### config.mk
export PLATFORM = sky130hd
export DESIGN_NAME = multi_chn_fifo_arbiter
export DESIGN_NICKNAME = d
export VERILOG_FILES = /design/src/rtl/multi_chn_fifo_arbiter.sv
export SDC_FILE = /design/constraint.sdc
export NUM_CORES = 1
export LEC_CHECK = 0
export ABC_AREA = 1
export BUFFER_PORTS_ARGS = -buffer_cell sky130_fd_sc_hd__buf_2
export CAP_MARGIN = 30
export CORE_MARGIN = 10
export CORE_UTILIZATION = 50
export CTS_BUF_LIST = sky130_fd_sc_hd__clkbuf_16
export CTS_CLUSTER_SIZE = 30
export DETAILED_ROUTE_END_ITERATION = 16
export GPL_TIMING_DRIVEN = 0
export PLACE_DENSITY = 0.77
export SLEW_MARGIN = 20
export SYNTH_ARGS = -nofsm -noshare
export SYNTH_HDL_FRONTEND = slang
export SYNTH_SLANG_ARGS = --single-unit
export TNS_END_PERCENT = 30
### constraint.sdc
create_clock -name clk -period 4.75 [get_ports clk]
set_clock_uncertainty 0.1 [all_clocks]
set_input_delay 0.2375 -clock clk [delete_from_list [all_inputs] [get_ports clk]]
set_output_delay 0.2375 -clock clk [all_outputs]
set_load 0.02 [all_outputs]
### src/rtl/multi_chn_fifo_arbiter.sv
// Per-channel ADC sample FIFOs merged round-robin into one external-FIFO word stream (CHN_TAG_EN adds a header word per sample).
// Latency: sample strobed in cycle t leaves with out_en in t+2; backpressure: out_full gates each word decision, a registered out_en is never revoked.

// Generic synchronous FIFO with combinational head; writes when full and pops when empty are ignored.
// Flush and reset override any write or pop in the same cycle.
module mcfa_fifo #(
  parameter int W  = 16,
  parameter int AW = 4
) (
  input  logic         clk,
  input  logic         reset_n,
  input  logic         flush_i,
  input  logic         wr_vld_i,
  input  logic [W-1:0] wr_dat_i,
  input  logic         rd_rdy_i,
  output logic [W-1:0] rd_dat_o,
  output logic         full_o,
  output logic         empty_o
);
  localparam int DEPTH = 1 << AW;

  logic [W-1:0]  mem_q [DEPTH];
  logic [AW-1:0] wptr_q, rptr_q;
  logic [AW:0]   cnt_q;
  logic          do_wr, do_rd;

  assign full_o   = (cnt_q == (AW+1)'(DEPTH));
  assign empty_o  = (cnt_q == '0);
  assign do_wr    = wr_vld_i & ~full_o;
  assign do_rd    = rd_rdy_i & ~empty_o;
  assign rd_dat_o = mem_q[rptr_q];

  always_ff @(posedge clk) begin
    if (!reset_n || flush_i) begin
      wptr_q <= '0;
      rptr_q <= '0;
      cnt_q  <= '0;
    end else begin
      if (do_wr) wptr_q <= wptr_q + AW'(1);
      if (do_rd) rptr_q <= rptr_q + AW'(1);
      cnt_q <= cnt_q + (AW+1)'(do_wr) - (AW+1)'(do_rd);
    end
  end

  always_ff @(posedge clk) begin
    if (do_wr) mem_q[wptr_q] <= wr_dat_i;
  end
endmodule

module multi_chn_fifo_arbiter #(
  parameter int NUM_CHN    = 2,
  parameter int DATA_W     = 16,
  parameter int DEPTH_LOG2 = 4
) (
  input  logic                      clk,
  input  logic                      reset_n,
  input  logic                      rst_all_fifo,
  input  logic [NUM_CHN-1:0]        chn_enable,
  input  logic [NUM_CHN*DATA_W-1:0] chn_din,
  input  logic [NUM_CHN-1:0]        chn_din_en,
  input  logic                      out_full,
  output logic [DATA_W-1:0]         out_din,
  output logic                      out_en,
  output logic [NUM_CHN-1:0]        overflow,
  output logic                      all_empty
);
  localparam int IW = (NUM_CHN > 1) ? $clog2(NUM_CHN) : 1;

  typedef enum logic [1:0] {IDLE, HDR, DATA} state_t;

  state_t              state_q, state_d;
  logic [IW-1:0]       rr_q, rr_d, gnt_idx, rr_nxt, sel;
  logic                cand;
  int                  idx;
  logic [NUM_CHN-1:0]  pop, full, empty, wr_req, ovf_q, ovf_d;
  logic [DATA_W-1:0]   head [NUM_CHN];
  logic                out_en_q, out_en_d;
  logic [DATA_W-1:0]   out_din_q, out_din_d;
`ifdef CHN_TAG_EN
  logic [IW-1:0]       gnt_q, gnt_d;
`endif

  assign wr_req = chn_din_en & chn_enable;
  // A full FIFO drops the sample; only enabled channels can flag overflow.
  assign ovf_d  = ovf_q | (wr_req & full);

  for (genvar i = 0; i < NUM_CHN; i++) begin : g_chn
    mcfa_fifo #(.W(DATA_W), .AW(DEPTH_LOG2)) u_fifo (
      .clk      (clk),
      .reset_n  (reset_n),
      .flush_i  (rst_all_fifo),
      .wr_vld_i (wr_req[i]),
      .wr_dat_i (chn_din[i*DATA_W +: DATA_W]),
      .rd_rdy_i (pop[i]),
      .rd_dat_o (head[i]),
      .full_o   (full[i]),
      .empty_o  (empty[i])
    );
  end

  // Round-robin search starting at rr_q, wrapping past the last channel.
  always_comb begin
    cand    = 1'b0;
    gnt_idx = '0;
    idx     = 0;
    sel     = '0;
    for (int k = 0; k < NUM_CHN; k++) begin
      idx = int'(rr_q) + k;
      if (idx >= NUM_CHN) idx = idx - NUM_CHN;
      sel = IW'(idx);
      if (!cand && !empty[sel]) begin
        cand    = 1'b1;
        gnt_idx = sel;
      end
    end
    rr_nxt = (gnt_idx == IW'(NUM_CHN - 1)) ? '0 : gnt_idx + IW'(1);
  end

  always_comb begin
    state_d   = state_q;
    rr_d      = rr_q;
    pop       = '0;
    out_en_d  = 1'b0;
    out_din_d = out_din_q;
`ifdef CHN_TAG_EN
    gnt_d     = gnt_q;
    case (state_q)
      HDR: begin
        if (!out_full) begin
          pop[gnt_q] = 1'b1;
          out_en_d   = 1'b1;
          out_din_d  = head[gnt_q];
          state_d    = DATA;
        end
      end
      default: begin
        if (!out_full && cand) begin
          gnt_d     = gnt_idx;
          rr_d      = rr_nxt;
          out_en_d  = 1'b1;
          out_din_d = {8'hA5, (DATA_W-8)'(gnt_idx)};
          state_d   = HDR;
        end else begin
          state_d = IDLE;
        end
      end
    endcase
`else
    if (!out_full && cand) begin
      pop[gnt_idx] = 1'b1;
      rr_d         = rr_nxt;
      out_en_d     = 1'b1;
      out_din_d    = head[gnt_idx];
      state_d      = DATA;
    end else begin
      state_d = IDLE;
    end
`endif
  end

  always_ff @(posedge clk) begin
    if (!reset_n || rst_all_fifo) begin
      state_q   <= IDLE;
      rr_q      <= '0;
      out_en_q  <= 1'b0;
      out_din_q <= '0;
      ovf_q     <= '0;
`ifdef CHN_TAG_EN
      gnt_q     <= '0;
`endif
    end else begin
      state_q   <= state_d;
      rr_q      <= rr_d;
      out_en_q  <= out_en_d;
      out_din_q <= out_din_d;
      ovf_q     <= ovf_d;
`ifdef CHN_TAG_EN
      gnt_q     <= gnt_d;
`endif
    end
  end

  assign out_en    = out_en_q;
  assign out_din   = out_din_q;
  assign overflow  = ovf_q;
  assign all_empty = (&empty) & ~out_en_q & (state_q == IDLE);
endmodule

Yosys cells after proc, flatten, opt, wreduce, memory -nomap -nowiden

Memories as Yosys holds them, arrays and structs flattened. A register that Yosys moved wholly into a read port is not among the register bits.
Cells that the tools add are included.

Flip-flop bits (word level): 48
Bits in writable memories: 512
Input bits: 40
Output and inout port bits: 20
Logic and storage cells: 87
Memories: 2

Memories:

| name                  | words | width | read ports | clocked after Yosys merged registers in | write ports | line | source |
|---|---|---|---|---|---|---|---|
| g_chn[0].u_fifo.mem_q | 16    | 16    | 1          | 1                                       | 1           | 22   | `logic [W-1:0] mem_q [DEPTH];` |
| g_chn[1].u_fifo.mem_q | 16    | 16    | 1          | 1                                       | 1           | 22   |  |

$add $sub $neg: 12
Magnitude comparators: 7
Eq/ne operators: 2
Mux-type cells: 27
Bitwise operators: 15
Reduce and logical (&&, ||, !) cells: 11

Operator list:

| kind                                                              | count |
|---|---|
| two-way mux 16 bit                                                | 3 |
| two-way mux 1 bit                                                 | 17 |
| adder 4 x 1 -> 4 bit, second input constant                       | 4 |
| two-way mux 4 bit                                                 | 4 |
| adder 5 x 1 -> 5 bit                                              | 2 |
| equality test 5 bit, second input constant                        | 2 |
| logical NOT 5 bit                                                 | 2 |
| subtractor 5 x 1 -> 5 bit                                         | 2 |
| bitwise AND 1 bit                                                 | 6 |
| < comparator 1 x 2 -> 1 bit, second input constant                | 3 |
| NOT 1 bit                                                         | 5 |
| bitwise AND 2 bit                                                 | 2 |
| greater-or-equal comparator 2 bit, second input constant          | 2 |
| two-way mux 2 bit                                                 | 2 |
| logical AND 1 bit                                                 | 3 |
| logical NOT 1 bit                                                 | 3 |
| adder 1 x 1 -> 2 bit, second input constant                       | 1 |
| greater-or-equal comparator 1 x 2 -> 1 bit, second input constant | 1 |
| logical NOT 2 bit                                                 | 1 |
| NOT 1 -> 2 bit                                                    | 1 |
| OR 2 bit                                                          | 1 |
| AND reduction 2 bit                                               | 1 |
| subtractor 1 bit, second input constant                           | 2 |
| adder 1 bit, second input constant                                | 1 |
| other kinds (3)                                                   | 3 |

Depth between registers and ports, before layout

Depth after elaboration: 16
Mapped depth: 17
Gate-level depth less buffers: 16

By module

A second synthesis with hierarchy kept.

Cell total of the unflattened synthesis: 2497
Area total of the unflattened synthesis: 24848.8 um2

By module, submodules not included:

| module                      | instances | cells an instance | area each (um2) | seq. area each (um2) |
|---|---|---|---|---|
| mcfa_fifo (g_chn[0].u_fifo) | 1         | 1166              | 11898.9         | 8027.7 |
| mcfa_fifo (g_chn[1].u_fifo) | 1         | 1166              | 11896.4         | 8027.7 |
| multi_chn_fifo_arbiter      | 1         | 165               | 1053.5          | 400.4 |

Worst setup path after synthesis

No wires, ideal clock.

Path type: reg2reg
From: reg g_chn[1].u_fifo.cnt_q[2]
To: reg g_chn[0].u_fifo.cnt_q[4]
Library setup time: 0.128 ns
Arrival: 2.469 ns
Required time: 4.522 ns
Setup slack: 2.053 ns
Cell stages (with the launch flop): 18
Path buffers: 1
Period minus slack after synthesis: 2.697 ns
Path through: dfxtp_1 > inv_1 > ha_1 > nand4_1 > nor2_1 > inv_1 > nand2_2 > nor2_2 > buf_6 > ha_1 > inv_1 > ha_1 > inv_1 > fa_1 > nor3_1 > a211oi_1 > o21ai_0 > a21oi_1

Longest elaborated chain between the ends: 13
Elaborated cells on any way between the ends: 20
Those cells by class: add/sub (1); order compare (2); mux (11); bitwise (1); reduce/logical (5)

RTL lines:

| element                                                                                                       | line | source |
|---|---|---|
| start: declaration                                                                                            | 24   | `logic [AW:0] cnt_q;` |
| start signal: assignment                                                                                      | 41   | `cnt_q <= cnt_q + (AW+1)'(do_wr) - (AW+1)'(do_rd);` |
| logical NOT 5 bit *                                                                                           | 28   | `assign empty_o = (cnt_q == '0);` |
| two-way mux 1 bit (implied by the code) (2 in series)                                                         | 111  | `if (!cand && !empty[sel]) begin` |
| logical NOT 1 bit                                                                                             | 111  |  |
| logical AND 1 bit                                                                                             | 111  |  |
| two-way mux 1 bit                                                                                             | 111  |  |
| < comparator 1 x 2 -> 1 bit (implied by the code) / greater-or-equal comparator 1 bit (equally long branches) | 150  | `pop[gnt_idx] = 1'b1;` |
| logical AND 1 bit (implied by the code)                                                                       | 150  |  |
| two-way mux 1 bit (implied by the code)                                                                       | 150  |  |
| demux 1 bit (select 1 bit)                                                                                    | 150  |  |
| two-way mux 2 bit *                                                                                           | 149  | `if (!out_full && cand) begin` |
| bitwise AND 1 bit *                                                                                           | 30   | `assign do_rd = rd_rdy_i & ~empty_o;` |
| via g_chn[0].u_fifo.do_rd                                                                                     | 25   | `logic do_wr, do_rd;` |
| subtractor 5 x 1 -> 5 bit *                                                                                   | 41   |  |
| end signal: assignment                                                                                        | 41   |  |
| end: declaration                                                                                              | 24   |  |

Mark *: on every way through the listed nets, which the timed path passes. The rest lies on a longest branch. The select of a mux whose other input is x is not followed.
A chain may end at the register's enable or synchronous reset.

Worst setup path in the final report

Same ends and word-level chain as after synthesis.

==> PnR_summary.wiki <==
{| class="wikitable"
! Metric !! Value
|-
| Mapped Nets || 2437
|-
| Count of buffers added by post-CTS timing repair for setup || 0
|-
| Deepest level of the CTS H-tree || 2
|-
| Worst-path fanout max || 10
|-
| Post-Syn Area || 24300 sq um
|-
| Net total in the final layout || 2612
|-
| Port Buffer Count || 59
|-
| Count of max-cap constraint violations || 0
|-
| Iteration-0 DRC count of the detailed router || 2529
|-
| DRC violation count after routing || 0
|-
| Share of final-layout standard cells stronger than drive strength 1 || 0.108
|-
| Synthesized flop and latch total || 566
|-
| Number of instances in the synthesized netlist || 2373
|-
| Switching share of power || 0.308
|-
| Most area-hungry cell type in the Yosys netlist || edfxtp_1
|-
| Maximum number of pins on one net before global-route repair || 17
|-
| Cell-by-cell trace of the critical path || inv_1, ha_1, nand4_1, nor2_1, inv_1, nand2_2, nor2_2, buf_6, ha_1, inv_1, ha_1, inv_1, fa_1, nor3_1, a211oi_1, o21ai_0, a21oi_1
|-
| P per Cell Area || 467 nW/um^2
|-
| Clock root buffer || clkbuf_16
|-
| Setup repair after global routing missed its margin || no
|-
| Worst reg-to-reg path cell count || 17
|-
| CTS tree || built
|-
| PostCTS Resize Cnt || 0
|-
| Iteration count of the initial detailed-routing pass || 5
|-
| Count of placed standard cells including taps || 3067
|-
| Cell with the most instances on the worst path || inv_1
|-
| Total CTS buffers || 55
|-
| Global-route wire length before repair || 101 mm
|-
| Number of setup violations in the final report || 0
|-
| Run status || finished, final reports clean
|-
| Clock transition time at the flip-flop clock pins of the worst setup and hold paths || 0.06 ns
|-
| Final Cycle Share || 0.707
|-
| Worst EP required || 5.13 ns
|-
| Number of buffers on the longest clock path || 3
|-
| Final standard cell count with taps included and fillers excluded || 3208
|-
| Part of the Yosys area used for sequential elements || 0.678
|-
| Power dissipated by switching net loads || 4.02 mW
|-
| Most frequently used flop master after synthesis || edfxtp_1
|-
| Detail Route Antenna Nets || 0
|-
| Placeable Area || 47800 sq um
|-
| Worst supply voltage drop on vdd || 0.000438 V
|-
| Chip height || 240 um
|-
| Area growth from synthesis to layout || 15.3%
|-
| Total clock sinks || 566
|-
| Hpwl dp || 44.0 mm
|-
| Number of global-route vias before repair || 17100
|-
| Number of placement rows || 80
|-
| Cell with the largest stage delay on the worst path || fa_1
|-
| Final count of hold timing violations || 0
|-
| Number of antenna diodes || 0
|-
| Internal power || 9.04 mW
|-
| Data arrival, critical path || 3.74 ns
|-
| Combinational power share || 0.224
|-
| Number of distinct library cells after synthesis || 28
|-
| Crit. End Element || flip-flop
|-
| Critical path launch point type || flip-flop
|-
| Area share of the largest cell type after synthesis || 0.634
|-
| Starting density of the core || 0.507
|-
| Initial antenna violation count || 0
|-
| Power share of the clock group || 0.345
|-
| Clock period minus final worst setup slack || 3.36 ns
|-
| Main area contributors after synthesis || edfxtp_1, nand2_1, nand3_1
|-
| Worst setup path class || reg2reg
|-
| Routed len/inst || 21.0 um
|-
| Count of flip-flops with a built-in enable after synthesis || 512
|-
| Total via count after detailed routing || 17700
|-
| Setup tns final || 0 ns
|-
| Total I/O pin count || 60
|-
| Gp weighted congestion || 0.938
|-
| Slew at the pin closest to its max-slew limit || 0.868 ns
|-
| Die Span X || 240 um
|-
| Vias per std cell || 5.52
|-
| Slew margin rel. || 0.421
|-
| Count of final max-slew check failures || 0
|-
| Total gr overflow || 0
|-
| Ys async rst share || 0
|-
| Total Die Area || 57700 sq um
|-
| Worst-Skew Late Latency || 0.61 ns
|-
| Worst Hold Class || in2reg
|-
| Synth Area per Inst || 10.2 sq um
|-
| Slowest Stage Delay on Critical Path || 0.44 ns
|-
| Overall routing resource usage || 0.233
|-
| Number of cells traversed by the worst hold path || 5
|-
| Static power due to leakage || 11.7 nW
|-
| Yosys warning total || 0
|-
| Sequential share of power || 0.431
|-
| Maximum clock rate || 298 MHz
|-
| Post-detailed-routing wire length || 67.5 mm
|}
[power groups by stage]
| stage | clock network (mW) | logic [mW] | registers, mW |
|---|---|---|---|
| finish | 4.51 | 2.93 | 5.63 |
| global route | 4.73 | 3.21 | 5.63 |
| CTS | 4.52 | 2.88 | 5.63 |
| detailed placement | 0 | 2.82 | 5.73 |
| global placement | 0 | 2.71 | 5.73 |
| floorplan | 0 | 1.80 | 5.74 |
[final cells by class]
class,instances,area (sq um)
Clock inverter,45,439
Buffer,113,643
Tap cell,615,769
Multi-Input combinational cell,1356,6040
Inverter,338,1270
Sequential cell,566,16500
Fill cell,3724,19900
Timing Repair Buffer,118,933
Clock buffer,57,1430
[worst paths after layout]
| kind | endpoint | slack, ns | start |
|---|---|---|---|
| min reg2reg | rr_q$_SDFFE_PP0N_ | 0.37 | rr_q$_SDFFE_PP0N_ |
| min | g_chn[1].u_fifo.rptr_q[3]$_SDFFE_PP0P_ | 0.03 | reset_n |
| max | g_chn[0].u_fifo.cnt_q[4]$_SDFF_PP0_ | 1.39 | g_chn[1].u_fifo.cnt_q[2]$_SDFF_PP0_ |
| max reg2reg | g_chn[0].u_fifo.cnt_q[4]$_SDFF_PP0_ | 1.39 | g_chn[1].u_fifo.cnt_q[2]$_SDFF_PP0_ |
[per-layer routing]
metal	track usage	wire [um]
met5	0	0
met4	0.0955	2700
met3	0.0500	8200
met2	0.375	31300
met1	0.302	25300
[cell usage after synthesis (all sizes together) (12+ instances only)]
cell    number
a21oi       26
buf         91
clkbuf      22
dfxtp       54
edfxtp     512
ha          22
inv        338
nand2      848
nand3      343
nor2        71
o211ai      12
o21ai       19
[state kept, by name, indices dropped and copies added, names as in the netlist, named ones only]
name	count
g_chn.u_fifo.cnt_q	10
g_chn.u_fifo.mem_q	512
g_chn.u_fifo.rptr_q	8
g_chn.u_fifo.wptr_q	8
out_din	16
overflow	2
rr_q	1
state_q	1
[kinds of logic (layout without fill, tap and decap cells)]
group / after synthesis / after routing / share of synthesized area
AND/OR/NAND/NOR: 1267 / 1267 / 0.214
flip-flops: 566 / 566 / 0.678
buffers and inverters: 451 / 671 / 0.0789
AO/OA/AOI/OAI: 60 / 60 / 0.0139
adder cells (fa/ha/maj): 24 / 24 / 0.0130
XOR/XNOR: 5 / 5 / 0.00180
[metrics by stage]
stage                      util  hold slack (ns)  total power, mW  instance area, sq um  worst slack [ns]
final                     0.585           0.0323             13.1                 28000              1.39
after detailed placement  0.538            0.357             8.55                 25700              1.45
after global placement    0.529            0.350             8.44                 25300              1.45
after global routing      0.585           0.0671             13.6                 28000              1.13
after floorplan               -            0.236             7.55                 24300              2.05
after CTS                 0.585           0.0195             13.0                 28000              1.41
[critical path, delay by kind of cell (launching register included)]
kind            cells  cell delay, ns
simple gates        5            0.89
compound gates      3            0.31
flops               1            0.36
fa+ha+maj           4            1.04
buf+inv             5            0.52
[layout by cell type (no fill, tap or decap), types with 2 or more instances in the layout]
| cell type | instances |
|---|---|
| nand2_1 | 847 |
| edfxtp_1 | 512 |
| inv_1 | 349 |
| nand3_1 | 343 |
| buf_2 | 108 |
| clkbuf_16 | 57 |
| dfxtp_1 | 54 |
| dlygate4sd3_1 | 39 |
| nor2_1 | 38 |
| a21oi_1 | 26 |
| buf_6 | 25 |
| clkbuf_1 | 22 |
| ha_1 | 22 |
| nor2_2 | 21 |
| buf_4 | 20 |
| o21ai_0 | 17 |
| o211ai_1 | 12 |
| nor2_4 | 12 |
| buf_1 | 11 |
| clkinvlp_4 | 8 |
| bufinv_16 | 8 |
| buf_8 | 6 |
| clkinv_1 | 5 |
| nand4_1 | 4 |
| inv_2 | 4 |
| clkinv_2 | 4 |
| xnor2_1 | 3 |
| o21ai_1 | 2 |
| xor2_1 | 2 |
| inv_4 | 2 |
| fa_1 | 2 |
[timing repair]
item                                    4_1_cts  5_1_grt
endpoints found under the setup margin        0        0
hold endpoints to repair                    525        0
hold buffers                                 39        0
(Power assumes the default switching activity.)
